File: src/rtl/mem_port_arbiter.sv
// Single-port memory arbiter shared by instruction fetch (IF) and data memory (DM).
// Optional performance counters are enabled with `define ARB_PERF_CNT_EN.
module mem_port_arbiter #(
  parameter int unsigned ADDR_W  = 32,
  parameter int unsigned DATA_W  = 32,
  parameter int unsigned MEM_LAT = 2
) (
  input  logic              clk_i,
  input  logic              reset,
  input  logic              if_req_i,
  input  logic [ADDR_W-1:0] if_addr_i,
  output logic [DATA_W-1:0] if_rdata_o,
  output logic              if_ready_o,
  input  logic              dm_req_i,
  input  logic              dm_we_i,
  input  logic [ADDR_W-1:0] dm_addr_i,
  input  logic [DATA_W-1:0] dm_wdata_i,
  output logic [DATA_W-1:0] dm_rdata_o,
  output logic              dm_ready_o,
  output logic              mem_en_o,
  output logic              mem_we_o,
  output logic [ADDR_W-1:0] mem_addr_o,
  output logic [DATA_W-1:0] mem_wdata_o,
  input  logic [DATA_W-1:0] mem_rdata_i,
  output logic              stall_o
`ifdef ARB_PERF_CNT_EN
  ,
  output logic [31:0]       stall_cnt_o,
  output logic [15:0]       conflict_cnt_o
`endif
);

  typedef enum logic [1:0] {StIdle, StBusy, StDone} state_e;

  localparam logic [3:0] CntInit = 4'(MEM_LAT - 1);

  state_e            state_q, state_d;
  logic              owner_dm_q, owner_dm_d;
  logic              last_dm_q, last_dm_d;
  logic [3:0]        cnt_q, cnt_d;
  logic              mem_en_q, mem_en_d;
  logic              mem_we_q, mem_we_d;
  logic [ADDR_W-1:0] mem_addr_q, mem_addr_d;
  logic [DATA_W-1:0] mem_wdata_q, mem_wdata_d;
  logic [DATA_W-1:0] if_rdata_q, if_rdata_d;
  logic [DATA_W-1:0] dm_rdata_q, dm_rdata_d;
  logic              grant_dm;

  // DM wins a tie unless it also took the previous grant.
  assign grant_dm = dm_req_i & ~(if_req_i & last_dm_q);

  always_comb begin
    state_d     = state_q;
    owner_dm_d  = owner_dm_q;
    last_dm_d   = last_dm_q;
    cnt_d       = cnt_q;
    mem_en_d    = mem_en_q;
    mem_we_d    = mem_we_q;
    mem_addr_d  = mem_addr_q;
    mem_wdata_d = mem_wdata_q;
    if_rdata_d  = if_rdata_q;
    dm_rdata_d  = dm_rdata_q;
    unique case (state_q)
      StIdle: begin
        if (if_req_i || dm_req_i) begin
          owner_dm_d  = grant_dm;
          last_dm_d   = grant_dm;
          mem_en_d    = 1'b1;
          mem_we_d    = grant_dm & dm_we_i;
          mem_addr_d  = grant_dm ? dm_addr_i : if_addr_i;
          mem_wdata_d = grant_dm ? dm_wdata_i : '0;
          cnt_d       = CntInit;
          state_d     = StBusy;
        end
      end
      StBusy: begin
        if (cnt_q != 4'd0) begin
          cnt_d = cnt_q - 4'd1;
        end else begin
          if (!mem_we_q) begin
            if (owner_dm_q) dm_rdata_d = mem_rdata_i;
            else            if_rdata_d = mem_rdata_i;
          end
          mem_en_d = 1'b0;
          mem_we_d = 1'b0;
          state_d  = StDone;
        end
      end
      StDone:  state_d = StIdle;
      default: state_d = StIdle;
    endcase
  end

  always_ff @(posedge clk_i or posedge reset) begin
    if (reset) begin
      state_q     <= StIdle;
      owner_dm_q  <= 1'b0;
      last_dm_q   <= 1'b0;
      cnt_q       <= 4'd0;
      mem_en_q    <= 1'b0;
      mem_we_q    <= 1'b0;
      mem_addr_q  <= '0;
      mem_wdata_q <= '0;
      if_rdata_q  <= '0;
      dm_rdata_q  <= '0;
    end else begin
      state_q     <= state_d;
      owner_dm_q  <= owner_dm_d;
      last_dm_q   <= last_dm_d;
      cnt_q       <= cnt_d;
      mem_en_q    <= mem_en_d;
      mem_we_q    <= mem_we_d;
      mem_addr_q  <= mem_addr_d;
      mem_wdata_q <= mem_wdata_d;
      if_rdata_q  <= if_rdata_d;
      dm_rdata_q  <= dm_rdata_d;
    end
  end

  assign mem_en_o    = mem_en_q;
  assign mem_we_o    = mem_we_q;
  assign mem_addr_o  = mem_addr_q;
  assign mem_wdata_o = mem_wdata_q;
  assign if_rdata_o  = if_rdata_q;
  assign dm_rdata_o  = dm_rdata_q;
  assign if_ready_o  = (state_q == StDone) & ~owner_dm_q;
  assign dm_ready_o  = (state_q == StDone) & owner_dm_q;
  assign stall_o     = (if_req_i & ~if_ready_o) | (dm_req_i & ~dm_ready_o);

`ifdef ARB_PERF_CNT_EN
  logic [31:0] stall_cnt_q;
  logic [15:0] conflict_cnt_q;

  always_ff @(posedge clk_i or posedge reset) begin
    if (reset) begin
      stall_cnt_q    <= '0;
      conflict_cnt_q <= '0;
    end else begin
      if (stall_o && (stall_cnt_q != '1)) stall_cnt_q <= stall_cnt_q + 32'd1;
      if ((state_q == StIdle) && if_req_i && dm_req_i && (conflict_cnt_q != '1)) begin
        conflict_cnt_q <= conflict_cnt_q + 16'd1;
      end
    end
  end

  assign stall_cnt_o    = stall_cnt_q;
  assign conflict_cnt_o = conflict_cnt_q;
`endif

endmodule

File: config.mk
export PLATFORM = sky130hd
export DESIGN_NAME = mem_port_arbiter
export DESIGN_NICKNAME = d
export VERILOG_FILES = /design/src/rtl/mem_port_arbiter.sv
export SDC_FILE = /design/constraint.sdc
export NUM_CORES = 1
export LEC_CHECK = 0
export ABC_AREA = 0
export CAP_MARGIN = 20
export CORE_MARGIN = 10
export CORE_UTILIZATION = 40
export CTS_CLUSTER_SIZE = 10
export DETAILED_ROUTE_END_ITERATION = 8
export HOLD_SLACK_MARGIN = 0.06
export PLACE_DENSITY = 0.79
export SYNTH_ARGS = -nofsm -noshare
export SYNTH_HDL_FRONTEND = slang
export SYNTH_SLANG_ARGS = --single-unit
File: constraint.sdc
create_clock -name clk_i -period 6.78 [get_ports clk_i]
set_clock_uncertainty 0.15 [all_clocks]
set_input_delay 0.678 -clock clk_i [delete_from_list [all_inputs] [get_ports clk_i]]
set_output_delay 0.678 -clock clk_i [all_outputs]
set_load 0.005 [all_outputs]
# After elaboration in Yosys (flattened, before gate mapping)
# Index checks and enable logic that the tools add are counted.
# W data, S select, Z words.
# word_totals
register_bits	137
output_inout_bits	133
elab_cells	52
# classes
addsub	1
eq_ne	5
mux	13
n_bitwise	14
n_reduce_logical	10
# ops
operator	count
$mux W32	2
$mux W4	2
$pmux W4 S2	1
$reduce_and A4 Y1	2
$and A1 B1 Y1	7
$ne A2 B2 Y1 const B	3
$not A1 Y1	6
$reduce_and A3 Y1	2
$mux W2	2
$pmux W1 S2	2
$pmux W2 S2	1
$reduce_and A2 Y1	2
$reduce_bool A4 Y1	1
$sub A4 B1 Y4 const B	1
$mux W1	3
$eq A2 B1 Y1 const B	1
$eq A2 B2 Y1 const B	1
$logic_not A2 Y1	1
$reduce_bool A2 Y1	1
$logic_or A1 B1 Y1	1
$or A1 B1 Y1	1

# Depth between registers and ports, before layout
# depth
depth_word	6
depth_mapped	7
mapped_depth_nobuf	5

# Worst setup path after synthesis
# OpenSTA, ideal clock, no wires.
# synth_path
path_type	register to register
from	register cnt_q[0]
to	register if_rdata_q[0], in the netlist if_rdata_o[0]
setup_time_ns	0.125
arrival_ns	2.037
t_required_ns	6.505
setup_slack_ns	4.468
path_stages_with_launch	8
path_buffers	2
cell_sequence	dfrtp_1 -> inv_1 -> ha_1 -> or3b_1 -> or4_4 -> buf_6 -> buf_12 -> mux2_4
# synth_between
elab_chain_cells	3
# synth_rtl
element	line_no	source
start, declared	40	logic [3:0] cnt_q, cnt_d;
start signal, assigned	110	cnt_q <= cnt_d;
$reduce_bool A4 Y1	77	if (cnt_q != 4'd0) begin
$not A1 Y1 (no source line)	n/a	
$reduce_and A4 Y1 (no source line)	n/a	
end signal, assigned	115	if_rdata_q <= if_rdata_d;
end, declared	45	logic [DATA_W-1:0] if_rdata_q, if_rdata_d;
# No other way between the ends.
# A chain may end at the register's enable or synchronous reset.

# Worst setup path in the final report
# layout_path
from	input port if_req_i
to	output port stall_o
# layout_between
elab_chain_cells	2
# layout_rtl
element	line_no	source
start, declared	10	input logic if_req_i,
$and A1 B1 Y1	128	assign stall_o = (if_req_i & ~if_ready_o) | (dm_req_i & ~dm_ready_o);
$or A1 B1 Y1	128	
end, declared	25	output logic stall_o
# No other way between the ends.

==> impl_metrics.toml <==
[status]
status = "completed"

[floorplan]
die_y_um = 139
start_util_pct = 40.8
dieArea_mm2 = 0.0194
die_x_um = 139
rows = 43
ios = 266
core-area_mm2 = 0.0139

[clock_network]
numCtsBuffers = 17
h-tree-depth = 4
cts.repair.resized = 0
cts-root-buf = "clkbuf_16"
cts_buffer_depth = 2
insertion_delay_ns = 0.42
postCtsSetupBuffers = 0
clkTransAtPathRegs_ns = 0.05
cts_tree = "built"
clock_sinks = 137
cts_hold_buf = 0

[global_route]
grt_pass1_vias = 4582
grt.overflow.total = 0
grt_max_degree = 82
top_usage_layer = "met2"
grtUsageMet1_pct = 18.5
grt_util_met3_pct = 7.08
grtUsageTotal_pct = 16.6
use_met2_pct = 28.0
antenna_found_initial = 0
grt_first_pass_wirelength_um = 25700

[placement]
numPortBuffers = 265
placed_cells = 789
dp_hpwl_um = 12300
gp_congestion = 0.786
place_area_mm2 = 0.00848

[synthesis]
ys_seq_area_share_pct = 60.3
synth_fp_nets = 497
synth_area_leader_cell = "dfrtp_1"
netlist_instances = 362
async_reset_ff_share_pct = 100
postSynthAreaPerCell_um2 = 15.7
yosysWarnings = 0
netlist_top_cells_area = "dfrtp_1 60%, mux2_2 20%, mux2_4 7.9%"
synthTopCellsByCount = "137 x dfrtp_1, 99 x mux2_2, 32 x a22o_1"
ys.flop_type = "dfrtp_1"
ys_seq_elements = 137
synth.distinct_cells = 33
syn-cell-area_mm2 = 0.00569
yosysMostFrequentCell = "dfrtp_1"
yosysTopAreaCellShare_pct = 60.3
synth_edf_count = 0

[cells_and_area]
layout.nets = 766
layoutNonFillerInstCount = 824
finish.instance_area_mm2 = 0.00916
layout-drive-gt1-share_pct = 27.2
syn2layout_area_growth_pct = 61.1
antenna_cells = 0

[worst_setup_path]
startpoint = "if_req_i"
required_ns = 5.95
critPathCaptureType = "output port"
arrival_ns = 1.97
crit_path_start_kind = "input port"
crit_type = "in -> out"
timing.rr.start = "cnt_q[0]"
cp_max_fo = 4

[route]
first_pass_iters = 4
drc = 0
drt_iter0_markers = 122
wl_per_cell_um = 19.8
vias = 4007
via_per_inst = 4.86
postRouteAntennaNets = 0
wirelength_um = 16300

[sta]
rsz0062_at_grt = "false"
tns_ns = 0
setup_viol = 0
fin_crit_sh_pct = 41.2
min_period_ns = 2.79
worst_pin_slew_ns = 0.698
slew_headroom_pct = 53.4
fin_hold_ws_ns = 0.341
hold_viol = 0
final_max_slew_viol_count = 0
fmax_mhz = 358

[pwr]
p_leak_nw = 3.95
p_per_area_mw_per_mm2 = 462
peakVddDrop_uv = 211
power_mw = 4.23

[flow_run]
cap_violations = 0

[hold_path]
min-delay-start = "mem_en_o"
hold_path.class = "reg -> reg"
[final timing paths]
| path | to | slack (ns) | depth (start not counted) |
|---|---|---|---|
| min | mem_en_o | 0.34 | 1 |
| max in group asynchronous | mem_addr_o[2] | 4.87 | 4 |
| max | stall_o | 3.99 | 4 |
| max reg2reg | if_rdata_o[14] | 4.18 | 5 |
| min in group asynchronous | mem_addr_o[28] | 0.53 | 2 |
| min reg2reg | mem_en_o | 0.34 | 1 |
[sequential cells by signal (all words and copies together), names as in the netlist]
| name | count |
|---|---|
| last_dm_q | 1 |
| mem_we_o | 1 |
| mem_en_o | 1 |
| mem_wdata_o | 32 |
| mem_addr_o | 32 |
| dm_rdata_o | 32 |
| if_rdata_o | 32 |
| state_q | 2 |
| cnt_q | 4 |
[area by class of cell]
type	count	area (um^2)
repair buffers	271	2740
clock inverters	10	140
fillers	1002	4770
multi-input cells	197	2120
flip-flops and latches	137	3430
well taps	180	225
inverters	7	31.3
clock buffers	22	484
[critical path, cell delays in order]
cell             delay (ns)
clkdlybuf4s50_1        0.59
inv_1                  0.06
o22ai_1                0.11
clkdlybuf4s50_1        0.52
[where the power goes]
part	switching (mW)	total [mW]	internal, mW
Clock	0.343	0.961	0.618
Combinational	0.589	1.81	1.22
Sequential	0.236	1.46	1.22
Total	1.17	4.23	3.06
[per-layer routing]
layer  part of all wire (%)  up-vias  wire length (um)
met5                      0        -                 0
met4                    1.3        0               204
met3                    8.7       17              1410
met2                     51      156              8310
met1                     39     1979              6380
li1                       -     1855                 -
[through the flow]
step           util, %  setup WS, ns
6_report          65.8          3.99
2_1_floorplan        -          2.28
5_1_grt           65.8          3.92
4_1_cts           65.3          3.44
3_3_place_gp      60.8          3.21
3_5_place_dp      60.8          2.98
[logic make-up (layout without fill, tap and decap cells)]
logic type      count (synthesis)  in the layout  synth area share (%)
flops                         137            137                  60.3
fa+ha+maj                       2              2                 0.440
simple gates                   23             23                  2.62
mux                           129            129                  27.5
compound gates                 43             43                  6.27
buf+inv                        28            310                  2.90
[cell usage in the layout (no fill, tap or decap), drive strengths merged, types with 3 or more instances in the layout]
cell type	netlist	layout
nand2	3	3
clkbuf	14	22
clkinv	0	3
dfrtp	137	137
a22o	32	32
bufinv	0	3
buf	7	6
mux2	129	129
clkdlybuf4s50	0	265
nor3b	3	3
clkinvlp	0	3
inv	7	8
nor3	3	3
nor2	3	3
(Power assumes the default switching activity.)
